--- src/rtl/parity_pkg.sv ---
// rtl/parity_pkg.sv - shared FSM state type and default sizing for the parity frame transmitter
//
// Contents:
//   DEF_WIDTH         default data word width in bits
//   DEF_CLKS_PER_BIT  default clock cycles per serial bit
//   state_t           transmitter FSM states

package parity_pkg;

    localparam int DEF_WIDTH        = 8;
    localparam int DEF_CLKS_PER_BIT = 4;

    typedef enum logic [2:0] {
        IDLE   = 3'd0,
        START  = 3'd1,
        DATA   = 3'd2,
        PARITY = 3'd3,
        STOP   = 3'd4
    } state_t;

endpackage

--- src/rtl/parity_frame_tx_if.sv ---
// rtl/parity_frame_tx_if.sv - word handshake between a data source and the parity frame transmitter
//
// Signals:
//   data_in     word to transmit (WIDTH bits), source to transmitter
//   data_valid  data_in holds a word, source to transmitter
//   data_ready  transmitter can accept a word this cycle, transmitter to source
//   inject_err  invert the parity bit of the accepted frame (only with PARITY_INJECT_EN)
// Modports: master (word source), slave (transmitter).
// Build option: PARITY_INJECT_EN adds inject_err.

interface parity_frame_tx_if #(
    parameter int WIDTH = parity_pkg::DEF_WIDTH
);

    logic [WIDTH-1:0] data_in;
    logic             data_valid;
    logic             data_ready;
`ifdef PARITY_INJECT_EN
    logic             inject_err;

    modport master (output data_in, output data_valid, output inject_err, input data_ready);
    modport slave  (input data_in, input data_valid, input inject_err, output data_ready);
`else
    modport master (output data_in, output data_valid, input data_ready);
    modport slave  (input data_in, input data_valid, output data_ready);
`endif

endinterface

--- src/rtl/parity_generator.sv ---
// rtl/parity_generator.sv - combinational even/odd parity of a word
//
// Ports:
//   data  input  WIDTH  word to examine
//   even  output 1      bit that makes the total count of ones even (XOR of data)
//   odd   output 1      bit that makes the total count of ones odd

module parity_generator #(
    parameter int WIDTH = parity_pkg::DEF_WIDTH
) (
    input  logic [WIDTH-1:0] data,
    output logic             even,
    output logic             odd
);

    assign even = ^data;
    assign odd  = ~(^data);

endmodule

--- src/rtl/parity_frame_tx.sv ---
// rtl/parity_frame_tx.sv - serial transmitter: start bit, data LSB first, parity bit, stop bit
//
// Parameters: WIDTH (data bits), CLKS_PER_BIT (cycles per serial bit), ODD (0 even, 1 odd parity)
// Ports:
//   clk         input   rising-edge clock
//   rst_n       input   asynchronous active-low reset
//   host        slave   word handshake (data_in, data_valid, data_ready[, inject_err])
//   tx_serial   output  serial line, idle high
//   busy        output  a frame is in progress
//   frame_done  output  one-cycle pulse in the first idle cycle after a frame
// Build option: PARITY_INJECT_EN adds host.inject_err, which inverts the parity bit of the frame it is accepted with.

module parity_frame_tx
    import parity_pkg::*;
#(
    parameter int WIDTH        = DEF_WIDTH,
    parameter int CLKS_PER_BIT = DEF_CLKS_PER_BIT,
    parameter int ODD          = 0
) (
    input  logic             clk,
    input  logic             rst_n,
    parity_frame_tx_if.slave host,
    output logic             tx_serial,
    output logic             busy,
    output logic             frame_done
);

    localparam int CW = $clog2(CLKS_PER_BIT + 1);
    localparam int BW = $clog2(WIDTH + 1);
    localparam logic [CW-1:0] CNT_LAST = CW'(CLKS_PER_BIT - 1);
    localparam logic [BW-1:0] BIT_LAST = BW'(WIDTH - 1);

    state_t           state_q, state_d;
    logic [CW-1:0]    cnt_q, cnt_d;
    logic [BW-1:0]    bit_q, bit_d;
    logic [WIDTH-1:0] shreg_q, shreg_d;
    logic             parity_q, parity_d;
    logic             done_q, done_d;
    logic             ready;
    logic             par_even, par_odd;
    logic             parity_sel;
    logic             period_end;

    // Parity is taken from data_in at the acceptance edge, i.e. from exactly
    // the word that lands in the shift register.
    parity_generator #(.WIDTH(WIDTH)) u_parity (
        .data (host.data_in),
        .even (par_even),
        .odd  (par_odd)
    );

`ifdef PARITY_INJECT_EN
    assign parity_sel = ((ODD != 0) ? par_odd : par_even) ^ host.inject_err;
`else
    assign parity_sel = (ODD != 0) ? par_odd : par_even;
`endif

    assign period_end      = (cnt_q == CNT_LAST);
    assign host.data_ready = ready;
    assign frame_done      = done_q;

    always_ff @(posedge clk or negedge rst_n) begin
        if (!rst_n) begin
            state_q  <= IDLE;
            cnt_q    <= '0;
            bit_q    <= '0;
            shreg_q  <= '0;
            parity_q <= 1'b0;
            done_q   <= 1'b0;
        end else begin
            state_q  <= state_d;
            cnt_q    <= cnt_d;
            bit_q    <= bit_d;
            shreg_q  <= shreg_d;
            parity_q <= parity_d;
            done_q   <= done_d;
        end
    end

    // Outputs decode from registered state so reset forces them at once.
    always_comb begin
        state_d   = state_q;
        cnt_d     = cnt_q;
        bit_d     = bit_q;
        shreg_d   = shreg_q;
        parity_d  = parity_q;
        done_d    = 1'b0;
        ready     = 1'b0;
        busy      = 1'b1;
        tx_serial = 1'b1;

        case (state_q)
            IDLE: begin
                ready = 1'b1;
                busy  = 1'b0;
                if (host.data_valid) begin
                    state_d  = START;
                    cnt_d    = '0;
                    bit_d    = '0;
                    shreg_d  = host.data_in;
                    parity_d = parity_sel;
                end
            end
            START: begin
                tx_serial = 1'b0;
                if (period_end) begin
                    cnt_d   = '0;
                    state_d = DATA;
                end else begin
                    cnt_d = cnt_q + CW'(1);
                end
            end
            DATA: begin
                tx_serial = shreg_q[0];
                if (period_end) begin
                    cnt_d   = '0;
                    shreg_d = shreg_q >> 1;
                    if (bit_q == BIT_LAST) begin
                        bit_d   = '0;
                        state_d = PARITY;
                    end else begin
                        bit_d = bit_q + BW'(1);
                    end
                end else begin
                    cnt_d = cnt_q + CW'(1);
                end
            end
            PARITY: begin
                tx_serial = parity_q;
                if (period_end) begin
                    cnt_d   = '0;
                    state_d = STOP;
                end else begin
                    cnt_d = cnt_q + CW'(1);
                end
            end
            STOP: begin
                tx_serial = 1'b1;
                if (period_end) begin
                    cnt_d   = '0;
                    state_d = IDLE;
                    done_d  = 1'b1;
                end else begin
                    cnt_d = cnt_q + CW'(1);
                end
            end
            default: begin
                busy    = 1'b0;
                state_d = IDLE;
            end
        endcase
    end

endmodule
--- src/flat_wrapper.sv ---
// flat-port wrapper written by rule: the top's interface ports become plain ports
module parity_frame_tx_flat import parity_pkg::*;
#(
    parameter int WIDTH        = DEF_WIDTH,
    parameter int CLKS_PER_BIT = DEF_CLKS_PER_BIT,
    parameter int ODD          = 0
)
  (clk, rst_n, tx_serial, busy, frame_done, host_data_in, host_data_valid, host_data_ready);
  parity_frame_tx_if #(.WIDTH(WIDTH)) host_i ();
  input  logic clk;
  input  logic rst_n;
  output logic tx_serial;
  output logic busy;
  output logic frame_done;
  input wire logic [$bits(host_i.data_in)-1:0] host_data_in;
  input wire logic [$bits(host_i.data_valid)-1:0] host_data_valid;
  output wire logic [$bits(host_i.data_ready)-1:0] host_data_ready;
  assign host_i.data_in = host_data_in;
  assign host_i.data_valid = host_data_valid;
  assign host_data_ready = host_i.data_ready;
  parity_frame_tx #(.WIDTH(WIDTH), .CLKS_PER_BIT(CLKS_PER_BIT), .ODD(ODD)) u_core (.clk(clk), .rst_n(rst_n), .host(host_i), .tx_serial(tx_serial), .busy(busy), .frame_done(frame_done));
endmodule
--- config.mk ---
export PLATFORM = sky130hd
export DESIGN_NAME = parity_frame_tx_flat
export DESIGN_NICKNAME = d
export VERILOG_FILES = /design/src/rtl/parity_pkg.sv /design/src/rtl/parity_frame_tx_if.sv /design/src/rtl/parity_generator.sv /design/src/rtl/parity_frame_tx.sv /design/src/flat_wrapper.sv
export SDC_FILE = /design/constraint.sdc
export NUM_CORES = 1
export LEC_CHECK = 0
export BUFFER_PORTS_ARGS = -buffer_cell sky130_fd_sc_hd__buf_2
export CAP_MARGIN = 20
export CORE_ASPECT_RATIO = 1.5
export CORE_MARGIN = 3
export CORE_UTILIZATION = 40
export CTS_CLUSTER_DIAMETER = 30
export DETAILED_ROUTE_END_ITERATION = 8
export PLACE_DENSITY = 0.63
export SYNTH_ARGS = -nofsm -noshare
export SYNTH_HDL_FRONTEND = slang
export SYNTH_SLANG_ARGS = --single-unit
--- constraint.sdc ---
create_clock -name clk -period 2.45 [get_ports clk]
set_input_delay 0.49 -clock clk [delete_from_list [all_inputs] [get_ports clk]]
set_output_delay 0.49 -clock clk [all_outputs]
set_load 0.02 [all_outputs]
# [Yosys cells after proc, flatten, opt, wreduce, memory -nomap -nowiden]
# Index checks and enable logic that the tools add are counted.
[totals] input_bits=11 wordCells=51 regBits=20 out_inout_bits=4
[op_classes] n_eq_ne=12 n_addsub=2 mux=22 reduce_logical=9
[op_table] operator="3-bit two-way mux" n=8
[op_table] operator="8-bit two-way mux" n=2
[op_table] operator="8-bit case mux with 2 select lines" n=1
[op_table] operator="3-bit case mux with 5 select lines" n=1
[op_table] operator="4-bit two-way mux" n=3
[op_table] operator="2-bit by 1-bit inequality test with 1-bit output (second input constant)" n=5
[op_table] operator="3-bit by 2-bit equality test with 1-bit output (second input constant)" n=3
[op_table] operator="4-bit case mux with 2 select lines" n=1
[op_table] operator="8-bit parity" n=1
[op_table] operator="3-bit case mux with 2 select lines" n=1
[op_table] operator="6-bit AND reduction" n=1
[op_table] operator="4-bit by 1-bit adder with 4-bit output (second input constant)" n=1
[op_table] operator="4-bit by 3-bit equality test with 1-bit output (second input constant)" n=1
[op_table] operator="1-bit two-way mux" n=4
[op_table] operator="2-bit AND reduction" n=2
[op_table] operator="2-bit nonzero test" n=2
[op_table] operator="4-bit OR reduction" n=1
[op_table] operator="3-bit by 1-bit adder with 3-bit output (second input constant)" n=1
[op_table] operator="3-bit by 1-bit equality test with 1-bit output (second input constant)" n=1
[op_table] operator="3-bit equality test (second input constant)" n=1
[op_table] operator="3-bit logical NOT" n=1
[op_table] operator="1-bit case mux with 3 select lines" n=1
[op_table] operator="3-bit AND reduction" n=1
[op_table] operator="2-bit inequality test (second input constant)" n=1

# [Depth between registers and ports, before layout]
[depth] ltp_word=4 mapped_depth=6 mapped_depth_nobuf=5

# [By module]
# Synthesis repeated with hierarchy kept, for this count alone.
[hier_totals] hier_cells=119 hier_area_um2=1194.9
[modules_own_cells] module="parity_frame_tx" n_inst=1 area_each_um2=1124.8 cells_each=111
[modules_own_cells] module="parity_generator" n_inst=1 area_each_um2=70.1 cells_each=8

# [Worst setup path before layout]
# Ideal clock, no wire load.
[synth_path] path_kind="register to output" startpoint="register u_core.state_q[1]" endpoint="output host_data_ready" t_required_ns=1.960 slack_ns=0.693 arrival_ns=1.267 stages_incl_launch_ff=4 n_path_buf=1 path_cell_list="dfrtp_1 -> or2_2 -> clkbuf_1 -> nor2_1"
[synth_between] elab_chain_cells=2
[synth_lines] element="start: declaration" line="parity_frame_tx.sv:33" source="state_t state_q, state_d;"
[synth_lines] element="start signal: assignment" line="parity_frame_tx.sv:71" source="state_q <= state_d;"
[synth_lines] element="3-bit logical NOT" line="parity_frame_tx.sv:92" source="case (state_q)"
[synth_lines] element="1-bit two-way mux" line="parity_frame_tx.sv:92"
[synth_lines] element="end: declaration" line="flat_wrapper.sv:17" source="output wire logic [$bits(host_i.data_ready)-1:0] host_data_ready;"
# No other way between the ends.

# [Final worst setup path]
# Same ends and word-level chain as after synthesis.

==> metrics.txt <==
outcome=finished, final reports clean; setup bufs post-CTS=0; I/O Buffers=14; Clock power frac=13.7%; Psw=approximately 0.56 mW; ys async rst share=100.0%; flip-flop and latch area=around 500 sq um; Worst-path clk slew=roughly 0.11 ns; Worst Path Required=~2.0 ns; DRT iter0 DRCs=13; Max Root-Sink Buffers=2; nets=~140; CTS tree=yes; DR DRC count=0; leak pwr=0.5496 nW; CP Max Fanout=8; Synth Area per Inst=9.516 sq um; Clock Sinks=20; Mapped Cells=114; Slew @ Worst Pin=between 0.5 and 0.6 ns; GRT Total Usage=13.57%; minimum clock period=2.075 ns; critical path class=reg -> out; H-tree depth=1; Final Hold Viols=0; Post-DRT Antenna Nets=0; Worst setup SP type=flop; share of cells above drive strength 1=18.75%; Tot Pwr=1.381 mW; fillers=about 250; P_int=0.8200 mW; number of global-route vias before repair=roughly 800; Root Driver=clkbuf_4; post-DP HPWL=1598 microns; largest net degree at the start of global routing=21; Slew Limit Fails=0; Post-Syn Area=around 0.0011 sq mm; Area Overhead vs Synth=13.26%; vias per cell=between 5 and 6; Hold WS=0.1197 ns; vias=between 800 and 900; CP arrival=1.58 ns; Mapped Nets=127; worst vdd ir=0.0004000 V; Layout Skew=0.003559 ns; core area=0.002505 sq mm; Syn. warnings=0; First-pass DRT Iterations=4; PwrDens=1124 mW/mm^2; CTS Hold Bufs=0; Seq cells post-synth=20; area of the multi-input gates=558.0 sq um; gr ovfl total=0; Hold Crit Class=in -> async; Combinational Power Share=between 40 and 50%; Num CTS Buffers=3; I/O pin count=15; Worst Reg-to-Reg Cells=5; die height=about 70 microns; Final Cycle Share=84.69%; Rel. slew slack=between 60% and 70%; Max-Cap Viols=0; chip width=48.52 microns; Max Fclk=482.0 MHz; number of antenna violations at the first check in global routing=0; clk_lat worst skew=around 0.30 ns; post-layout util=49.05%; sequential fraction of design power=41.6%; Initial Util=a little over two fifths; Final setup viols=0; Die ar.=around 0.0034 sq mm; global placer's final weighted congestion=0.8092; switch share=40.62%; Std-Cell Rows=22; WL final=2084 microns; drt wl/cell=12.71 microns; setup tns final=0 ns; Cell variety after synth=33; antenna cell count=0; first-pass GRT wire length=~3600 microns; unrepaired setup endpoints after global routing=no; Post-CTS Resized=0; Post-synth EDFFs=0; ys flop type=dfrtp_1; Crit. End Element=output port; sequential share of the synthesized area=46.14%
[metrics by stage]
step / setup WS, ns / instances / area (sq um)
2_1_floorplan: 0.6930 / 114 / 1085
3_3_place_gp: 0.6922 / 160 / 1192
3_5_place_dp: 0.6373 / 160 / 1192
4_1_cts: 0.3645 / 164 / 1229
5_1_grt: 0.2593 / 164 / 1229
6_report: 0.3751 / 164 / 1229
[final cells by class]
class,count,area share (%)
clock buffer,4,2.953
timing repair buffer,16,6.925
multi-input combinational,87,45.42
tap,36,3.666
inverter,1,0.3055
sequential,20,40.73
[worst max-delay path, stage by stage (launching register included)]
cell,delay (ns)
dfrtp_1,0.47
or2_2,0.39
nor2_1,0.22
buf_2,0.21
[registers in the layout (all words and copies together), names as in the netlist]
| signal | count |
|---|---|
| u_core.parity_q | 1 |
| u_core.cnt_q | 3 |
| u_core.shreg_q | 8 |
| u_core.state_q | 3 |
| u_core.frame_done | 1 |
| u_core.bit_q | 4 |
[per-layer routing]
layer | up-vias | global-route usage (%) | part of all wire (%)
li1 | 428 | - | -
met3 | 4 | 1.505 | 3.3
met4 | 0 | 6.646 | 1.3
met1 | 406 | 15.55 | 42
met5 | - | 0 | 0
met2 | 17 | 24.54 | 54
[worst paths after layout]
| kind | slack [ns] | startpoint | to |
|---|---|---|---|
| max | 0.38 | u_core.state_q[1]$_DFFE_PN0P_ | host_data_ready |
| min | 0.12 | rst_n | u_core.bit_q[3]$_DFFE_PN0P_ |
| max reg2reg | 0.62 | u_core.cnt_q[0]$_DFFE_PN0P_ | u_core.bit_q[3]$_DFFE_PN0P_ |
| min reg2reg | 0.49 | u_core.shreg_q[0]$_DFFE_PN0P_ | u_core.shreg_q[0]$_DFFE_PN0P_ |
| max in group asynchronous | 2.02 | rst_n | u_core.shreg_q[0]$_DFFE_PN0P_ |
| min in group clk | 0.46 | host_data_valid | u_core.parity_q$_DFFE_PN0P_ |
[cell usage after synthesis, drive strengths merged (2+ instances only)]
cell    number  area share, %
nor2         6            2.1
o21ai       13            6.0
nand2b       5            3.6
a21oi        4            1.8
ha           2            2.3
buf          4            1.8
xnor2        8            6.5
a31oi        2            1.2
nand2       20            6.9
clkbuf       2           0.69
nor3         3            1.4
dfrtp       20             46
mux2i        7            6.5
[layout by cell type, fill, tap and decap left out]
master	n
o41ai_2	1
nand3_1	1
o21ai_1	3
dfrtp_1	20
xor2_1	1
nor2b_1	1
and3_1	1
a211o_1	1
nand2b_4	1
o31ai_1	1
o32ai_1	1
ha_1	2
mux2i_1	7
clkbuf_8	1
or2_2	1
xnor2_1	8
nand2_1	20
o311ai_0	1
inv_1	1
and3b_1	1
a32o_1	1
o21ai_0	10
nor3_1	3
a31oi_1	2
a221oi_1	1
buf_2	14
nand2b_1	4
buf_4	2
nand3b_1	1
nor2_1	6
a211oi_1	1
a21oi_1	4
clkbuf_4	3
and2_1	1
nor3b_2	1
[power by group through the flow]
stage               Sequential [mW]  Combinational [mW]  Clock (mW)
floorplan                     0.538               0.504           0
global placement              0.574               0.605           0
detailed placement            0.583               0.629           0
CTS                           0.577               0.631       0.199
global route                  0.600               0.717       0.208
finish                        0.575               0.618       0.189
[logic make-up (layout without fill, tap and decap cells)]
logic type | Yosys count | count (layout) | share of synthesized area (%)
AO/OA/AOI/OAI | 27 | 27 | 16.03
XOR/XNOR | 9 | 9 | 7.267
adder cells (fa/ha/maj) | 2 | 2 | 2.306
buffers and inverters | 7 | 21 | 2.884
flip-flops | 20 | 20 | 46.14
multiplexers | 7 | 7 | 6.459
AND/OR/NAND/NOR | 42 | 42 | 18.92
Note: power is estimated with default switching activity, not from simulation.
